`src/rtl/pe_conv_top.sv`:
```
// Mixed-width conversion tile: lockstep broadcast of in0/in1 into a
// sign-extending PE (out) and a zero-extending PE (out_u), each with a
// one-deep registered output slot.
module pe_conv_top #(
    parameter int unsigned IN0_W = 16,
    parameter int unsigned IN1_W = 32,
    parameter int unsigned OUT_W = 16
) (
    input  logic             clk,
    input  logic             rst_n,
    input  logic             in0_valid,
    output logic             in0_ready,
    input  logic [IN0_W-1:0] in0_data,
    input  logic             in1_valid,
    output logic             in1_ready,
    input  logic [IN1_W-1:0] in1_data,
    output logic             out_valid,
    input  logic             out_ready,
    output logic [OUT_W-1:0] out_data,
    output logic             out_u_valid,
    input  logic             out_u_ready,
    output logic [OUT_W-1:0] out_u_data,
    input  logic [1:0]       bcast_in0_cfg_route_table,
    input  logic [1:0]       bcast_in1_cfg_route_table,
    output logic             error_valid,
    output logic [15:0]      error_code
);

    localparam int unsigned NPE   = 2;
    localparam int unsigned ERR_W = 16;
    localparam int unsigned EXT_W = IN1_W - IN0_W;

    localparam logic [ERR_W-1:0] ERR_IN0 = ERR_W'(1);
    localparam logic [ERR_W-1:0] ERR_IN1 = ERR_W'(2);

    logic [NPE-1:0]   route0_c;
    logic [NPE-1:0]   route1_c;
    logic [NPE-1:0]   dest_c;
    logic [NPE-1:0]   both_c;
    logic [NPE-1:0]   accept_c;
    logic [NPE-1:0]   out_rdy_c;
    logic             join_ok_c;
    logic             fire_c;
    logic [IN1_W-1:0] ext_s_c;
    logic [IN1_W-1:0] ext_u_c;
    logic [OUT_W-1:0] res_c [NPE];

    logic [NPE-1:0]   valid_q;
    logic [NPE-1:0]   valid_d;
    logic [OUT_W-1:0] data_q [NPE];
    logic [OUT_W-1:0] data_d [NPE];

    logic             err_valid_q;
    logic             err_valid_d;
    logic [ERR_W-1:0] err_code_q;
    logic [ERR_W-1:0] err_code_d;

    assign route0_c  = bcast_in0_cfg_route_table;
    assign route1_c  = bcast_in1_cfg_route_table;
    assign out_rdy_c = {out_u_ready, out_ready};

    // Slot acceptance and lockstep join: every PE reached by either input
    // must hold both operands and have a free (or draining) slot.
    always_comb begin
        dest_c    = route0_c | route1_c;
        both_c    = route0_c & route1_c;
        accept_c  = ~valid_q | out_rdy_c;
        join_ok_c = &(~dest_c | (both_c & accept_c));
    end

    // Readiness of one input depends only on the partner's valid, never its own;
    // an unrouted input (table 00) is held not-ready.
    assign in0_ready = (route0_c != '0) && (route1_c != '0) && in1_valid && join_ok_c;
    assign in1_ready = (route0_c != '0) && (route1_c != '0) && in0_valid && join_ok_c;
    assign fire_c    = in0_valid && in0_ready;

    // Extension and modular add; only the low OUT_W bits of the sum are kept.
    always_comb begin
        ext_s_c  = {{EXT_W{in0_data[IN0_W-1]}}, in0_data};
        ext_u_c  = IN1_W'(in0_data);
        res_c[0] = OUT_W'(ext_s_c + in1_data);
        res_c[1] = OUT_W'(ext_u_c + in1_data);
    end

    // Output slot next state: refill on fire, otherwise drain on handshake.
    always_comb begin
        valid_d = valid_q;
        data_d  = data_q;
        for (int k = 0; k < int'(NPE); k++) begin
            if (fire_c && both_c[k]) begin
                valid_d[k] = 1'b1;
                data_d[k]  = res_c[k];
            end else if (out_rdy_c[k]) begin
                valid_d[k] = 1'b0;
            end
        end
    end

    // Output slot registers.
    always_ff @(posedge clk or negedge rst_n) begin
        if (!rst_n) begin
            valid_q <= '0;
            for (int k = 0; k < int'(NPE); k++) data_q[k] <= '0;
        end else begin
            valid_q <= valid_d;
            data_q  <= data_d;
        end
    end

    // Sticky config error capture; in0 wins a same-cycle tie, first code held.
    always_comb begin
        err_valid_d = err_valid_q;
        err_code_d  = err_code_q;
        if (!err_valid_q) begin
            if (in0_valid && (route0_c == '0)) begin
                err_valid_d = 1'b1;
                err_code_d  = ERR_IN0;
            end else if (in1_valid && (route1_c == '0)) begin
                err_valid_d = 1'b1;
                err_code_d  = ERR_IN1;
            end
        end
    end

    // Error registers.
    always_ff @(posedge clk or negedge rst_n) begin
        if (!rst_n) begin
            err_valid_q <= 1'b0;
            err_code_q  <= '0;
        end else begin
            err_valid_q <= err_valid_d;
            err_code_q  <= err_code_d;
        end
    end

    assign out_valid   = valid_q[0];
    assign out_data    = data_q[0];
    assign out_u_valid = valid_q[1];
    assign out_u_data  = data_q[1];
    assign error_valid = err_valid_q;
    assign error_code  = err_code_q;

endmodule

```
`config.mk`:
```
export PLATFORM = sky130hd
export DESIGN_NAME = pe_conv_top
export DESIGN_NICKNAME = d
export VERILOG_FILES = /design/src/rtl/pe_conv_top.sv
export SDC_FILE = /design/constraint.sdc
export NUM_CORES = 1
export LEC_CHECK = 0
export BUFFER_PORTS_ARGS = -buffer_cell sky130_fd_sc_hd__buf_2
export CORE_MARGIN = 3
export CORE_UTILIZATION = 35
export DETAILED_ROUTE_END_ITERATION = 7
export GPL_TIMING_DRIVEN = 0
export PLACE_DENSITY = 0.66
export RECOVER_POWER = 25
export REMOVE_ABC_BUFFERS = 1
export SETUP_SLACK_MARGIN = 0.4
export SYNTH_ARGS = -nofsm -noshare
export SYNTH_HDL_FRONTEND = slang
export SYNTH_SLANG_ARGS = --single-unit
```
`constraint.sdc`:
```
create_clock -name clk -period 1.6 [get_ports clk]
set_input_delay 0.16 -clock clk [delete_from_list [all_inputs] [get_ports clk]]
set_output_delay 0.16 -clock clk [all_outputs]
set_load 0.01 [all_outputs]
```
==> results of run 1 <==
-- cells by family (layout without fill, tap and decap cells) --
logic type | after synthesis | in the layout
XOR/XNOR | 13 | 13
multiplexers | 23 | 23
AND/OR/NAND/NOR | 71 | 73
adder cells (fa/ha/maj) | 16 | 16
flip-flops | 37 | 37
AO/OA/AOI/OAI | 44 | 44
buffers and inverters | 21 | 113
other | 1 | 14
-- how the worst min path moves through the flow --
| stage | end | slack, ns | cells after the start |
|---|---|---|---|
| 2_1_floorplan | error_code[0] | -0.14 | 0 |
| 3_3_place_gp | valid_q[1] | 0.31 | 1 |
| 3_5_place_dp | valid_q[1] | 0.33 | 1 |
| 4_1_cts | out_u_data[2] | 0.007 | 1 |
| 5_1_grt | error_code[0] | 0.06 | 1 |
| 6_report | error_valid | 0.003 | 1 |
-- sequential cells by signal, indices dropped and copies added, names as in the netlist --
| name | count |
|---|---|
| valid_q | 2 |
| out_u_data | 16 |
| error_valid | 1 |
| error_code | 2 |
| out_data | 16 |
-- power breakdown --
group	total (W)	internal [W]	switching [W]
logic	0.00104	0.000514	0.000523
registers	0.00120	0.00111	0.0000916
clock network	0.000858	0.000507	0.000351
total	0.00310	0.00213	0.000966
-- Yosys cell counts (2+ instances only) --
cell	number	share of area (%)
sky130_fd_sc_hd__nor3_1	2	0.44
sky130_fd_sc_hd__nand4_1	3	0.82
sky130_fd_sc_hd__nor2_1	7	1.2
sky130_fd_sc_hd__dfrtp_1	37	41
sky130_fd_sc_hd__mux2_2	23	11
sky130_fd_sc_hd__a21oi_1	14	3.1
sky130_fd_sc_hd__and3_1	5	1.4
sky130_fd_sc_hd__xor2_1	4	1.5
sky130_fd_sc_hd__a31oi_1	3	0.82
sky130_fd_sc_hd__a21o_1	4	1.3
sky130_fd_sc_hd__a21oi_2	3	1.2
sky130_fd_sc_hd__or3_1	2	0.55
sky130_fd_sc_hd__o21ai_0	10	2.2
sky130_fd_sc_hd__nand2_1	35	5.8
sky130_fd_sc_hd__buf_4	15	4.9
sky130_fd_sc_hd__nand2b_1	2	0.55
sky130_fd_sc_hd__xnor2_1	9	3.5
sky130_fd_sc_hd__buf_2	4	0.88
sky130_fd_sc_hd__and2_1	2	0.55
sky130_fd_sc_hd__ha_1	15	8.2
sky130_fd_sc_hd__nand3_1	6	1.3
-- worst max-delay path: stages --
cell                       delay, ns
sky130_fd_sc_hd__buf_8          0.10
sky130_fd_sc_hd__ha_4           0.15
sky130_fd_sc_hd__fa_2           0.33
sky130_fd_sc_hd__a21o_1         0.20
sky130_fd_sc_hd__a311oi_4       0.30
sky130_fd_sc_hd__or3_4          0.21
sky130_fd_sc_hd__nand2_4        0.05
sky130_fd_sc_hd__xor2_2         0.15
sky130_fd_sc_hd__mux2_2         0.26
-- area by class of cell --
type,count,area share (%)
multi-input combinational,183,45.3
timing repair buffer,105,20.2
tap,75,2.84
clock inverter,2,1.14
sequential,37,28.0
clock buffer,6,2.50
-- layer usage --
layer / vias up / track usage, %
li1: 984 / -
met1: 957 / 20.6
met2: 65 / 25.5
met3: 10 / 3.80
met4: 0 / 5.10
met5: - / 0
-- repair_timing --
action                     CTS  global route
gates cloned                 1             1
setup endpoints to repair   36            36
gates resized for setup     33            44
pin swaps                   14            21
buffers inserted            18             7
-- per-stage QoR --
stage               TNS (ns)  hold slack [ns]  total power [W]  setup slack (ns)
finish                 -1.08          0.00321          0.00310            -0.150
CTS                    -1.15          0.00670          0.00302            -0.148
floorplan              -7.99           -0.136          0.00173            -0.423
detailed placement    -21.80            0.331          0.00208            -0.967
global placement      -20.29            0.314          0.00206            -0.922
global route           -2.44           0.0635          0.00329            -0.187
==> metrics.log, run 1 <==
INFO  metric number_of_buffers_added_on_ports = 80
INFO  metric netlist_area = 2280 µm²
INFO  metric max-cap-violations = 0
INFO  metric route.vias.total = 2016
INFO  metric clkSinkCount = 37
INFO  metric period_needed = 1.75 ns
INFO  metric placed_cells = 373
INFO  metric grt_antenna_before_repair = 0
INFO  metric final_hold_viol_count = 0
INFO  metric synth.mux.area_fraction = 11.4%
INFO  metric finalInstanceArea = 3310 µm²
INFO  metric post_synth_edffs = 0
INFO  metric tritoncts = done
INFO  metric worst-r2r-setup-slack = -0.04 ns
INFO  metric detailedRoute.firstPassIterationCount = 4
INFO  metric die_x = 86.7 µm
INFO  metric clk_root_buffer_cell = sky130_fd_sc_hd__clkbuf_8
INFO  metric critical_path_peak_fanout = 2
INFO  metric leading_register_cell_type_out_of_synthesis = sky130_fd_sc_hd__dfrtp_1
INFO  metric worstSetupStartpointType = input pin
INFO  metric yosys_synthesis_warning_count = 0
INFO  metric final_util = 54.2%
INFO  metric routed.top_layer = met4
INFO  metric ir_drop = 0.421 mV
INFO  metric timing.setup.critical_path_class = input pin to flip-flop
INFO  metric clock.fmax = 571 MHz
INFO  metric path_class_of_the_lowest_slack_min_delay_path = input pin to async pin
INFO  metric met2WireLength = 2940 µm
INFO  metric multiInputGateArea = 1500 µm²
INFO  metric hpwl = 3980 µm
INFO  metric yosys.cell_types.count = 42
INFO  metric routed_wirelength_normalized_by_instance_count = 15.2 µm
INFO  metric cp.arrival = 1.92 ns
INFO  metric clk-insertion-delay-late = 0.29 ns
INFO  metric grt_setup_unrepaired = yes
INFO  metric cts.hold.buffers_added = 0
INFO  metric total_grt_overflow = 0
INFO  metric synth-simple-area-share = 14.6%
INFO  metric status = finished, violations left
INFO  metric nNetsFinal = 406
INFO  metric p_per_area = 937 nW/µm²
INFO  metric violations_in_the_final_reports = negative setup slack
INFO  metric worst_r2r_startpoint = valid_q[1]
INFO  metric fp.coreArea = 6100 µm²
INFO  metric wl_met3 = 393 µm
INFO  metric antenna_cells_inserted = 0
INFO  metric r2r-end = out_u_data[10]
INFO  metric top_level_ports = 111
INFO  metric floorplan.die_area = 7510 µm²
INFO  metric cts_buffer_depth = 2
INFO  metric track_usage = 15.7%
INFO  metric detail_route.drc_violations = 0
INFO  metric synthAdderAreaFrac = 9.12%
INFO  metric main_combinational_cell_family_by_area_after_synthesis = simple AND/OR/NAND/NOR gates
INFO  metric first_global_vias = 1993
INFO  metric worstSetupEndpointType = flip-flop
INFO  metric routed_wl = 6190 µm
INFO  metric route.antenna.remaining_nets = 0
INFO  metric mostFrequentLayoutCells = sky130_fd_sc_hd__buf_2, sky130_fd_sc_hd__dfrtp_1, sky130_fd_sc_hd__nand2_1
INFO  metric critical_path.startpoint = in0_data[0]
INFO  metric leakage = 1.69 nW
INFO  metric chipHeight = 86.7 µm
INFO  metric clk_pin_slew = 0.08 ns
INFO  metric area.sequential = 926 µm²
INFO  metric fin_crit_sh = 109%
INFO  metric commonest_non_fill_non_tap_cell_in_the_layout = sky130_fd_sc_hd__buf_2
INFO  metric worstSetupEndpoint = out_data[14]
INFO  metric cp.required = 1.77 ns
INFO  metric synth_async_sr_flop_share = 100%
INFO  metric synth_seq_cells = 37
INFO  metric synth_compound_gate_area_share = 12.6%
INFO  metric grt_first_pass_wirelength = 9260 µm
INFO  metric numCtsBuffers = 5
INFO  metric final_cell_count_no_fill = 408
INFO  metric via_per_inst = 4.94
INFO  metric initial_core_util = 37.4%
INFO  metric layout_skew = 0.0109 ns
INFO  metric htreeDepth = 2
INFO  metric floorplan.rows = 28
INFO  metric max-slew-margin-rel = 35.7%
INFO  metric m1WireLength = 2760 µm
INFO  metric area.growth.synth_to_final = 45.1%
INFO  metric worstMarginPinSlew = 0.964 ns
INFO  metric maximum_number_of_pins_on_one_net_before_global_route_repair = 38
INFO  metric register_area_share_after_synthesis = 40.6%
INFO  metric drive_gt1_share = 55.0%
INFO  metric synthesis.area_per_instance = 10.1 µm²
INFO  metric post_synth_xor_area_fraction = 5.00%
INFO  metric dr.first_iter.drc_count = 63
INFO  metric placement.cell_area = 2670 µm²
INFO  metric worst_r2r_path_depth = 5
INFO  metric synth_cells = 226
INFO  metric setup_slack = -0.150 ns
INFO  metric place_congestion = 0.744
INFO  metric report.final.slew_viol_count = 0
INFO  metric setup_violations = 17
INFO  metric fillCellCount = 574
Note: power is estimated with default switching activity, not from simulation.
==> inputs of run 2 (changes only) <==
--- a/config.mk
+++ b/config.mk
@@ -5,12 +5,12 @@
 export SDC_FILE = /design/constraint.sdc
 export NUM_CORES = 1
 export LEC_CHECK = 0
+export ABC_AREA = 1
 export BUFFER_PORTS_ARGS = -buffer_cell sky130_fd_sc_hd__buf_2
 export CORE_MARGIN = 3
 export CORE_UTILIZATION = 35
 export DETAILED_ROUTE_END_ITERATION = 7
 export GPL_TIMING_DRIVEN = 0
-export PLACE_DENSITY = 0.66
 export RECOVER_POWER = 25
 export REMOVE_ABC_BUFFERS = 1
 export SETUP_SLACK_MARGIN = 0.4
==> metrics.log, run 2 <==
INFO  metric via_per_inst = 4.37 (-12%)
INFO  metric netlist_area = 2570 µm² (+13%)
INFO  metric layout_skew = 0.00513 ns (-0.00582 ns)
INFO  metric grt_first_pass_wirelength = 10900 µm (+18%)
INFO  metric slowest_delay = 0.40 ns (+0.07 ns)
INFO  metric synth_seq_cells = 37 (unchanged)
INFO  metric first_global_vias = 2366 (+19%)
INFO  metric clock.fmax = 701 MHz (+23%)
INFO  metric nNetsFinal = 544 (+34%)
INFO  metric critical_path.startpoint = valid_q[0]
INFO  metric post-synth-top-area-cell = sky130_fd_sc_hd__dfrtp_1
INFO  metric post_synth_edffs = 0 (unchanged)
INFO  metric synthesis.area_per_instance = 6.93 µm² (-31%)
INFO  metric synth_top_cells_by_area = sky130_fd_sc_hd__dfrtp_1, sky130_fd_sc_hd__nand2_1, sky130_fd_sc_hd__ha_1, sky130_fd_sc_hd__inv_1, sky130_fd_sc_hd__nand3_1
INFO  metric critical_path_peak_fanout = 6 (+4)
INFO  metric worst_hold_slack = 0.129 ns (+0.126 ns)
INFO  metric worstSetupEndpointType = flip-flop
INFO  metric leakage = 1.99 nW (+18%)
INFO  metric yosys.cell_types.count = 24 (-43%)
INFO  metric synth_cells = 371 (+64%)
INFO  metric ir_drop = 0.366 mV (-13%)
INFO  metric floorplan.die_area = 8410 µm² (+12%)
INFO  metric status = complete, no violations
INFO  metric dr.first_iter.drc_count = 52 (-17%)
INFO  metric worst_r2r_path_depth = 9 (+4)
INFO  metric finalInstanceArea = 3430 µm² (+3.7%)
INFO  metric tritoncts = done
INFO  metric clkSinkCount = 37 (unchanged)
INFO  metric chipHeight = 91.7 µm (+5.8%)
INFO  metric synth_top_cells_by_count = sky130_fd_sc_hd__nand2_1, sky130_fd_sc_hd__inv_1, sky130_fd_sc_hd__dfrtp_1, sky130_fd_sc_hd__nand3_1, sky130_fd_sc_hd__nor2_1
INFO  metric final_hold_viol_count = 0 (unchanged)
INFO  metric cpMostUsedCell = sky130_fd_sc_hd__nand2_2
INFO  metric initial_core_util = 37.0% (-0.37 points)
INFO  metric crit_path_cell_trace = nand2_2 -> nand2_2 -> nand2_2 -> nand4_4 -> nor2_4 -> buf_12 -> buf_8 -> nand3_1 -> nand2_1
INFO  metric p_per_area = 793 nW/µm² (-15%)
INFO  metric die_x = 91.7 µm (+5.8%)
INFO  metric total_grt_overflow = 0 (unchanged)
INFO  metric crit_buf_inv = 2 (+1)
INFO  metric grt_setup_unrepaired = yes
INFO  metric number_of_buffers_added_on_ports = 80 (unchanged)
INFO  metric setup_violations = 0 (-17)
INFO  metric worst_r2r_startpoint = valid_q[0]
INFO  metric detail_route.drc_violations = 0 (unchanged)
INFO  metric max-cap-violations = 0 (unchanged)
INFO  metric clk_pin_slew = 0.07 ns (about the same)
INFO  metric route.vias.total = 2477 (+23%)
INFO  metric grt_antenna_before_repair = 0 (unchanged)
INFO  metric top_level_ports = 111 (unchanged)
INFO  metric fillCellCount = 737 (+28%)
INFO  metric period_needed = 1.43 ns (-0.324 ns)
INFO  metric multiInputGateArea = 1510 µm² (+0.84%)
INFO  metric register_area_share_after_synthesis = 36.0% (-4.6 points)
INFO  metric yosys_synthesis_warning_count = 0 (unchanged)
INFO  metric report.final.slew_viol_count = 0 (unchanged)
INFO  metric path_class_of_the_lowest_slack_min_delay_path = input pin to flip-flop
INFO  metric post-synth-top-area-fraction = 36.0% (-4.6 points)
INFO  metric antenna_cells_inserted = 0 (unchanged)
INFO  metric routed_wirelength_normalized_by_instance_count = 11.5 µm (-24%)
INFO  metric max-slew-margin-rel = 45.8% (+10 points)
INFO  metric commonest_non_fill_non_tap_cell_in_the_layout = sky130_fd_sc_hd__nand2_1
INFO  metric track_usage = 16.0% (+0.33 points)
INFO  metric cp.arrival = 1.66 ns (-0.26 ns)
INFO  metric routed_wl = 6540 µm (+5.6%)
INFO  metric detailedRoute.firstPassIterationCount = 4 (unchanged)
INFO  metric floorplan.rows = 30 (+7.1%)
INFO  metric fin_crit_sh = 89.1% (-20 points)
INFO  metric worstSetupStartpointType = flip-flop
INFO  metric synth_async_sr_flop_share = 100% (unchanged)
INFO  metric setup_total_negative_slack = 0 ns (+1.08 ns)
INFO  metric worstMarginPinSlew = 0.813 ns (-0.151 ns)
INFO  metric area.growth.synth_to_final = 33.4%
INFO  metric cts_buffer_depth = 2 (unchanged)
INFO  metric drive_gt1_share = 28.7% (-26 points)
INFO  metric setup_slack = 0.174 ns (+0.324 ns)
INFO  metric numCtsBuffers = 5 (unchanged)
INFO  metric maximum_number_of_pins_on_one_net_before_global_route_repair = 38 (unchanged)
INFO  metric placement.cell_area = 2990 µm² (+12%)
INFO  metric post-synth-top-count-cell = sky130_fd_sc_hd__nand2_1
INFO  metric clk_root_buffer_cell = sky130_fd_sc_hd__clkbuf_8
INFO  metric htreeDepth = 2 (unchanged)
INFO  metric timing.setup.critical_path_class = flip-flop to flip-flop
INFO  metric leading_register_cell_type_out_of_synthesis = sky130_fd_sc_hd__dfrtp_1
INFO  metric place_congestion = 0.790 (+6.2%)
INFO  metric timing.critical_path.slowest_stage_cell = sky130_fd_sc_hd__dfrtp_1
INFO  metric cp.required = 1.83 ns (+0.06 ns)
INFO  metric area.sequential = 926 µm² (unchanged)
INFO  metric clk-insertion-delay-late = 0.30 ns (about the same)
INFO  metric cp_top_family = simple AND/OR/NAND/NOR gates
INFO  metric hold_depth = 4
INFO  metric mostFrequentLayoutCells = sky130_fd_sc_hd__nand2_1, sky130_fd_sc_hd__buf_2, sky130_fd_sc_hd__inv_1
INFO  metric route.antenna.remaining_nets = 0 (unchanged)
INFO  metric worst_hold_path_startpoint = out_u_ready
INFO  metric dp_worst_setup_slack = -0.173 ns (+0.794 ns)
INFO  metric fp.coreArea = 6940 µm² (+14%)
INFO  metric cp.depth = 9 (unchanged)
INFO  metric hpwl = 4650 µm (+17%)
## run 2: worst min-delay path, cell delays in order
cell	delay (ns)
sky130_fd_sc_hd__buf_2	0.07
sky130_fd_sc_hd__inv_1	0.04
sky130_fd_sc_hd__nand2_2	0.07
sky130_fd_sc_hd__nand2_2	0.05
## run 2: power by group
group / switching (W) / leakage, nW / internal [W] / total (W)
registers: 0.0000912 / 0.490 / 0.00109 / 0.00118
logic: 0.000554 / 1.45 / 0.000330 / 0.000884
clock network: 0.000351 / 0.0439 / 0.000301 / 0.000651
total: 0.000996 / 1.99 / 0.00172 / 0.00272
## run 2: final timing paths
path,to,slack (ns)
worst max-delay path,out_u_data[14],0.17
worst min-delay path,valid_q[1],0.13
worst max register to register,out_u_data[14],0.17
worst min register to register,out_data[6],0.48
max in group asynchronous,out_data[13],0.58
min in group asynchronous,out_data[4],0.50
## run 2: kinds of logic after synthesis
kind of cell	synth area share [%]
and+or+nand+nor	37.0
buffers and inverters	13.5
adders and majority gates	8.08
AOI/OAI and AO/OA	2.48
xor gates and xnor gates	2.73
DFF	36.0
other	0.146
## run 2: layout make-up
cell class / instances / area share (%)
Tap cell: 96 / 3.50
Inverter: 51 / 6.02
Timing Repair Buffer: 96 / 16.4
Clock inverter: 3 / 0.511
Timing Repair inverter: 1 / 0.474
Clock buffer: 5 / 2.01
Multi-Input combinational cell: 278 / 44.1
Sequential cell: 37 / 27.0
## run 2: per-stage QoR
stage | utilization (%) | std cells | power [W]
4_1_cts | 48.6 | 567 | 0.00275
6_report | 49.4 | 567 | 0.00272
5_1_grt | 49.4 | 567 | 0.00293
3_5_place_dp | 43.0 | 542 | 0.00205
3_3_place_gp | 43.0 | 542 | 0.00203
2_1_floorplan | - | 366 | 0.00170
## run 2: repair_timing
item                                    CTS  global route
pin swaps                                23            13
endpoints found under the hold margin    37             0
endpoints found under the setup margin   36            36
gates resized for setup                  47            25
buffers inserted                         14             0
hold buffers                              1             0
gates cloned                              2             0
## run 2: per-layer routing
metal  GRT usage (%)  up-vias  wire, µm
li1                -     1297         -
met1            20.1     1099      2940
met2            28.3       70      3140
met3            2.54       11       342
met4            4.83        0       114
met5               0        -         0
